$ cat src/rtl/fpna_cfg_loader.sv
// rtl/fpna_cfg_loader.sv - serial config loader for the neuron fabric; optional parity check via CFG_PARITY_EN
module fpna_cfg_loader #(
   parameter int NUM_CELLS = 10,
   parameter int CELL_BITS = 8
) (
   input  logic                           clk,
   input  logic                           rst_n,
   input  logic                           config_en,
   input  logic                           bs_in,
   output logic                           bs_out,
   output logic [NUM_CELLS*CELL_BITS-1:0] cfg_word,
   output logic                           cfg_load,
   output logic                           cfg_busy,
   output logic                           cfg_done,
   output logic                           cfg_err
);

   localparam int TOTAL = NUM_CELLS * CELL_BITS;
   localparam int CW    = $clog2(TOTAL + 2);
   localparam logic [CW-1:0] CNT_MAX = CW'(TOTAL + 1);
`ifdef CFG_PARITY_EN
   localparam logic [CW-1:0] EXP = CW'(TOTAL + 1);
`else
   localparam logic [CW-1:0] EXP = CW'(TOTAL);
`endif

   typedef enum logic [1:0] {S_IDLE, S_SHIFT, S_CHECK, S_LOAD} state_t;

   state_t            state, next_state;
   logic [TOTAL-1:0]  shadow;
   logic [CW-1:0]     count;
   logic              start;
   logic              shift_en;
   logic              commit_ok;

   assign start    = config_en && (state == S_IDLE);
   assign shift_en = config_en && ((state == S_IDLE) || (state == S_SHIFT));

`ifdef CFG_PARITY_EN
   logic par_acc;
   logic par_slot;

   // The bit arriving while count==TOTAL is the parity bit; it never enters the shadow.
   assign par_slot  = (state == S_SHIFT) && (count == CW'(TOTAL));
   assign commit_ok = (count == EXP) && !par_acc;

   // Even-parity accumulator over every bit of the session.
   always_ff @(posedge clk or negedge rst_n) begin
      if (!rst_n) begin
         par_acc <= 1'b0;
      end else if (start) begin
         par_acc <= bs_in;
      end else if (shift_en) begin
         par_acc <= par_acc ^ bs_in;
      end
   end
`else
   logic par_slot;

   assign par_slot  = 1'b0;
   assign commit_ok = (count == EXP);
`endif

   // State register.
   always_ff @(posedge clk or negedge rst_n) begin
      if (!rst_n) begin
         state <= S_IDLE;
      end else begin
         state <= next_state;
      end
   end

   // Next-state decode; config_en only matters in IDLE and SHIFT.
   always_comb begin
      next_state = state;
      case (state)
         S_IDLE:  if (config_en) next_state = S_SHIFT;
         S_SHIFT: if (!config_en) next_state = S_CHECK;
         S_CHECK: next_state = commit_ok ? S_LOAD : S_IDLE;
         S_LOAD:  next_state = S_IDLE;
         default: next_state = S_IDLE;
      endcase
   end

   // Registered status strobes decoded from the upcoming state, so they align with it.
   always_ff @(posedge clk or negedge rst_n) begin
      if (!rst_n) begin
         cfg_load <= 1'b0;
         cfg_busy <= 1'b0;
      end else begin
         cfg_load <= (next_state == S_LOAD);
         cfg_busy <= (next_state != S_IDLE);
      end
   end

   // Shadow chain, daisy-chain output and saturating bit counter.
   always_ff @(posedge clk or negedge rst_n) begin
      if (!rst_n) begin
         shadow <= '0;
         bs_out <= 1'b0;
         count  <= '0;
      end else if (shift_en) begin
         if (start) begin
            count <= CW'(1);
         end else if (count != CNT_MAX) begin
            count <= count + CW'(1);
         end
         if (!par_slot) begin
            shadow <= {shadow[TOTAL-2:0], bs_in};
            bs_out <= shadow[TOTAL-1];
         end
      end
   end

   // Active configuration and sticky done/error flags.
   always_ff @(posedge clk or negedge rst_n) begin
      if (!rst_n) begin
         cfg_word <= '0;
         cfg_done <= 1'b0;
         cfg_err  <= 1'b0;
      end else begin
         if (start) begin
            cfg_done <= 1'b0;
            cfg_err  <= 1'b0;
         end
         if (state == S_CHECK) begin
            if (commit_ok) begin
               cfg_word <= shadow;
            end else begin
               cfg_err <= 1'b1;
            end
         end
         if (state == S_LOAD) begin
            cfg_done <= 1'b1;
         end
      end
   end

endmodule
$ cat config.mk
export PLATFORM = sky130hd
export DESIGN_NAME = fpna_cfg_loader
export DESIGN_NICKNAME = d
export VERILOG_FILES = /design/src/rtl/fpna_cfg_loader.sv
export SDC_FILE = /design/constraint.sdc
export NUM_CORES = 1
export LEC_CHECK = 0
export ABC_AREA = 1
export BUFFER_PORTS_ARGS = -buffer_cell sky130_fd_sc_hd__buf_2
export CAP_MARGIN = 20
export CORE_MARGIN = 2
export CORE_UTILIZATION = 50
export CTS_BUF_LIST = sky130_fd_sc_hd__clkbuf_4
export CTS_CLUSTER_SIZE = 25
export DETAILED_ROUTE_END_ITERATION = 6
export GPL_TIMING_DRIVEN = 0
export PLACE_DENSITY = 0.74
export SETUP_SLACK_MARGIN = 0.05
export SYNTH_ARGS = -nofsm -noshare
export SYNTH_HDL_FRONTEND = slang
export SYNTH_SLANG_ARGS = --single-unit
export TNS_END_PERCENT = 30
$ cat constraint.sdc
create_clock -name clk -period 2.3 [get_ports clk]
set_input_delay 0.115 -clock clk [delete_from_list [all_inputs] [get_ports clk]]
set_output_delay 0.115 -clock clk [all_outputs]
set_load 0.05 [all_outputs]
==> results.toml, run 1 <==
[run_status]
outcome = "completed"

[timing]
period_share_pct = 80.82
worst_pin_slew_ns = 0.7192
fin_crit_ns = 1.859
setup_violations = 0
finalMaxSlewViolations = 0
slew_headroom_pct = 52.05
fin_skew_ns = 0.02815
hold_viol = 0
fmax_mhz = 538.0
rsz0062_at_grt = "no"

[critical_path]
reg2regPathDepth = 5
path_max_fanout = 10
required_ns = 2.82
crit_type = "reg2reg"
crit_chain = "clkbuf_1 > nor2_2 > clkbuf_1 > o21ai_0 > nand2_1"
worst_path_max_delay_cell = "nor2_2"
crit_top_cell = "clkbuf_1"
startpoint_type = "flop"
reg2reg_from = "state[0]"
end_kind = "flop"
cp.arrival_ns = 2.38
r2r-end = "cfg_err"
critPathMaxStageDelay_ns = 0.52
rrSetupSlack_ns = 0.44
setup.worst_path.start = "state[0]"
cp_top_family = "buffers and inverters"
critPathBufInv = 2

[grt]
antenna_found_initial = 1
grt.total_usage_pct = 20.70
grt_max_degree = 101
grt.overflow.total = 0
grt_pass1_vias = 4795
grt_pass1_wl_um = 23710

[clock_network]
htreeDepth = 4
clock-sinks = 174
hold_buffers = 2
insertion_delay_ns = 0.59
cts_resized = 0
clk_path_buf_depth = 2
root_buffer = "clkbuf_4"
cts_tree = "built"
clk_pin_slew_worst_paths_ns = 0.13
cts_buffers = 17
post_cts_buffers = 0

[min_path]
holdPathStages = 6
hold_start = "config_en"
hold_end = "cfg_err"
hold_class = "in2reg"

[layout]
final_cell_mix = "nand2_1, dfrtp_1, buf_2, nand3_1, clkbuf_1"
drive_above_1_share_pct = 16.20
multi_input_area_um2 = 2217
fill_cells = 1174
syn_to_final_growth_pct = 15.65
post-route-cell-area_um2 = 7924
final_common_cell = "nand2_1"
ff_latch_area_um2 = 4354
fin_cells = 1072
final_nets = 889

[route]
wl_met3_um = 705
viasPerCell = 4.910
wl_per_cell_um = 12.97
firstDrtPassIters = 5
m1WireLength_um = 6622
ant_nets = 0
wirelength_um = 13900
drtIter0Drc = 407
drc = 0
routed-wl-met2_um = 6302
routed.top_layer = "met4"
vias = 5263

[synthesis]
synth_seq_cells = 174
synth-seq-area-share_pct = 63.55
synth.distinct_cells = 18
synth_cells = 772
yosys_warnings = 0
synth.cell_area_um2 = 6852
synth_area_per_cell_um2 = 8.875
syn_nets = 779

[job]
maxCapViolCount = 0

[place]
dpl_cell_area_um2 = 7550
hpwl_um = 9224
port-buffer-count = 88
dp.cells = 1037
gp_congestion = 0.8034

[pwr]
p_sw_mw = 1.596
power_frac_clock_pct = 33.8
swShare_pct = 26.60
internal_power_mw = 4.402
seqPwrFrac_pct = 57.2
ir_drop_uv = 390.4
p_per_area_nw_per_um2 = 756.9
p_leak_nw = 4.716
pwr-share-comb_pct = 9.0

[floorplanning]
core_um2 = 13300
ios = 89
dieHeight_um = 121.1
die-area_um2 = 14660
die_w_um = 121.1
fp-row-count = 42
start_util_pct = 51.53
[registers in the layout (all words and copies together) (netlist names)]
name and flops:
cfg_word 80, bs_out 1, shadow 80, cfg_load 1, state 2, cfg_busy 1, count 7, cfg_done 1
cfg_err 1
[per-layer routing]
layer,vias up,GRT usage (%)
li1,2630,-
met1,2478,30.09
met2,130,30.34
met3,25,4.934
met4,0,7.776
met5,-,0
[final cells by class]
class	instances	share of cell area, %
Sequential cell	174	54.95
Multi-Input combinational cell	542	27.98
Timing Repair Buffer	91	6.285
Buffer	44	2.969
Tap cell	176	2.779
Clock inverter	14	2.732
Clock buffer	18	1.705
Inverter	12	0.5685
Antenna cell	1	0.03158
[logic make-up after synthesis]
kind of cell               Yosys count  synth area share (%)
adders and majority gates            3                0.5479
buffers and inverters               56                 4.091
xor gates and xnor gates             2                0.2557
AOI/OAI and AO/OA                   15                 1.132
DFF                                174                 63.55
and+or+nand+nor                    522                 30.42
[synth_stat cells (all sizes together)]
library cell	count	share of area, %
nand2	427	23
dfrtp	174	64
nand3	86	6.3
buf	22	2.2
clkbuf	22	1.2
o21ai	13	0.95
inv	12	0.66
nor2	8	0.62
ha	3	0.55
xor2	2	0.26
a21oi	1	0.073
nand4	1	0.091
o21bai	1	0.11
[worst reg2reg max path, cell delays in order, from the launching register on]
cell      delay [ns]
dfrtp_1         0.38
clkbuf_1        0.19
nor2_2          0.52
clkbuf_1        0.46
o21ai_0         0.18
nand2_1         0.09
[worst max path at each step]
| stage | slack (ns) | end | depth (start not counted) |
|---|---|---|---|
| 2_1_floorplan | 0.87 | cfg_word[23] | 9 |
| 3_3_place_gp | -1.59 | cfg_word[34] | 1 |
| 3_5_place_dp | 0.51 | cfg_word[44] | 7 |
| 4_1_cts | 0.48 | cfg_err | 5 |
| 5_1_grt | 0.31 | cfg_err | 5 |
| 6_report | 0.44 | cfg_err | 5 |
[through the flow]
| stage | hold slack, ns | utilization [%] | total power, mW | setup slack (ns) | setup TNS, ns |
|---|---|---|---|---|---|
| floorplan | -0.1806 | - | 3.820 | 0.8678 | 0 |
| global route | 0.09333 | 59.60 | 6.320 | 0.3126 | 0 |
| detailed placement | 0.1994 | 56.79 | 4.028 | 0.5109 | 0 |
| finish | 0.06686 | 59.60 | 5.997 | 0.4411 | 0 |
| CTS | 0.02221 | 59.58 | 6.060 | 0.4764 | 0 |
| global placement | 0.3335 | 56.50 | 4.001 | -1.585 | -273.60 |
[power by group through the flow]
stage               clock network, mW  registers (mW)  logic, mW
floorplan                           0            3.48      0.343
global placement                    0            3.48      0.524
detailed placement                  0            3.48      0.547
CTS                              2.08            3.43      0.551
global route                     2.23            3.46      0.634
finish                           2.03            3.43      0.542
Note: power is estimated with default switching activity, not from simulation.
==> inputs of run 2 (changes only) <==
--- a/config.mk
+++ b/config.mk
@@ -14,7 +14,7 @@
 export CTS_CLUSTER_SIZE = 25
 export DETAILED_ROUTE_END_ITERATION = 6
 export GPL_TIMING_DRIVEN = 0
-export PLACE_DENSITY = 0.74
+export PLACE_DENSITY = 0.76
 export SETUP_SLACK_MARGIN = 0.05
 export SYNTH_ARGS = -nofsm -noshare
 export SYNTH_HDL_FRONTEND = slang
==> constraint.sdc (replaced) <==
create_clock -name clk -period 1.65 [get_ports clk]
set_input_delay 0.0825 -clock clk [delete_from_list [all_inputs] [get_ports clk]]
set_output_delay 0.0825 -clock clk [all_outputs]
set_load 0.05 [all_outputs]
==> run 2 against run 1 <==
  * First-iteration DRC count increased by 0.74%
  * Flip-flop and latch count unchanged
  * The run now ends with design-rule violations left
  * Utilization rose by 3.7 points
  * Sequential power is 39% higher
  * Fmax up 17%
  * Non-clock buffer count rose by 21
  * Register-to-register slack got worse by 0.38 ns
  * Total power up 41%
  * Setup slack worse by 0.38 ns
==> results.toml, run 2 (same netlist as run 1, synthesis figures left out) <==
[timing]
fin_crit_ns = 1.593
period_share_pct = 96.56
worst_pin_slew_ns = 0.6547
setup_ws_ns = 0.05678
rsz0062_at_grt = "yes"
slew_headroom_pct = 56.35
setup_violations = 0
hold_ws_ns = 0.05520
finalMaxSlewViolations = 0
hold_viol = 0
fmax_mhz = 627.7
fin_skew_ns = 0.02088

[critical_path]
reg2reg_from = "count[1]"
crit_chain = "inv_2 > buf_4 > ha_1 > nand2_1 > nor2_1 > nand2_1 > nand2_1 > nand2_1 > o21ai_0"
crit_type = "reg2reg"
end_kind = "flop"
cp.arrival_ns = 2.10
rrSetupSlack_ns = 0.06
startpoint_type = "flop"
worst_path_max_delay_cell = "dfrtp_1"
required_ns = 2.15
crit_top_cell = "nand2_1"
setup.worst_path.start = "count[1]"
reg2regPathDepth = 9
critPathMaxStageDelay_ns = 0.43
path_max_fanout = 8
r2r-end = "count[6]"

[route]
wl_per_cell_um = 13.91
firstDrtPassIters = 7
ant_nets = 0
wirelength_um = 15200
drtIter0Drc = 410
vias = 5527
drc = 2
viasPerCell = 5.057

[clock_network]
cts_tree = "built"
clock-sinks = 174
clk_path_buf_depth = 2
htreeDepth = 4
insertion_delay_ns = 0.59
clk_pin_slew_worst_paths_ns = 0.15
root_buffer = "clkbuf_4"
cts_buffers = 17

[run_status]
outcome = "finished, violations left"
violations = "design-rule violations"

[place]
dp_slack_ns = -0.1113
dpl_cell_area_um2 = 7550
port-buffer-count = 88
dp.cells = 1037
hpwl_um = 9526
gp_congestion = 0.8062

[layout]
fin_cells = 1093
post-route-cell-area_um2 = 8422
drive_above_1_share_pct = 23.80
final_common_cell = "nand2_1"
syn_to_final_growth_pct = 22.92
final_cell_mix = "nand2_1, dfrtp_1, buf_2, nand3_1, clkbuf_4"
reg_top3 = "cfg_word x80, shadow x80, count x7"
final_nets = 910

[grt]
grt.overflow.total = 0
antenna_found_initial = 1
grt_max_degree = 89
grt.total_usage_pct = 21.33
grt_pass1_wl_um = 24500
grt_pass1_vias = 5114

[floorplanning]
die_w_um = 121.1
core_um2 = 13300
start_util_pct = 51.53
die-area_um2 = 14660
ios = 89
fp-row-count = 42
dieHeight_um = 121.1

[pwr]
p_per_area_nw_per_um2 = 1004
p_leak_nw = 4.986
ir_drop_uv = 676.5
fin_total_pwr_mw = 8.453

[job]
maxCapViolCount = 0

[min_path]
hold_class = "in2async"
[run 2: per-layer routing]
layer / vias up / routed length [um] / GRT usage (%)
met5: - / 0 / 0
li1: 2675 / - / -
met4: 0 / 408 / 8.648
met2: 133 / 7175 / 32.23
met1: 2684 / 6905 / 30.00
met3: 35 / 714 / 4.840
[run 2: final cells by class]
class | count | area [um^2]
Clock inverter | 13 | 187.7
Timing Repair Buffer | 114 | 809.5
Fill cell | 1110 | 4873
Buffer | 42 | 301.5
Clock buffer | 19 | 142.6
Antenna cell | 1 | 2.502
Sequential cell | 174 | 4355
Multi-Input combinational cell | 542 | 2357
Inverter | 12 | 45.04
Tap cell | 176 | 220.2
[run 2: where the power goes]
part	switching, mW	internal, mW	total, mW
clock	1.49	1.24	2.73
combinational	0.618	0.341	0.958
sequential	0.228	4.54	4.77
[run 2: what timing repair did]
action / 4_1_cts / 5_1_grt
gates cloned: 0 / 7
buffers inserted: 8 / 8
setup endpoints to repair: 155 / 155
resized for setup: 8 / 87
pin swaps: 1 / 3
endpoints found under the hold margin: 92 / 0
hold buffers: 2 / 0
[run 2: how the worst max path moves through the flow]
stage                              end  slack (ns)  depth (start not counted)
after floorplan           cfg_word[23]        0.22                          9
after global placement    cfg_word[34]       -2.17                          1
after detailed placement  cfg_word[10]       -0.11                          8
after CTS                 cfg_word[67]        0.06                          9
after global routing          count[6]       -0.09                          9
final                         count[6]        0.06                          9
[run 2: worst max-delay path: cells and delay by family, from the launching register on]
family,cells,cell delay (ns)
simple gates,5,0.64
flops,1,0.43
buf+inv,2,0.20
fa+ha+maj,1,0.15
compound gates,1,0.08
[run 2: stage by stage]
step,TNS [ns],util [%]
6_report,0,63.34
5_1_grt,-0.3506,63.34
4_1_cts,0,60.09
3_5_place_dp,-8.142,56.79
3_3_place_gp,-382.07,56.50
2_1_floorplan,0,-
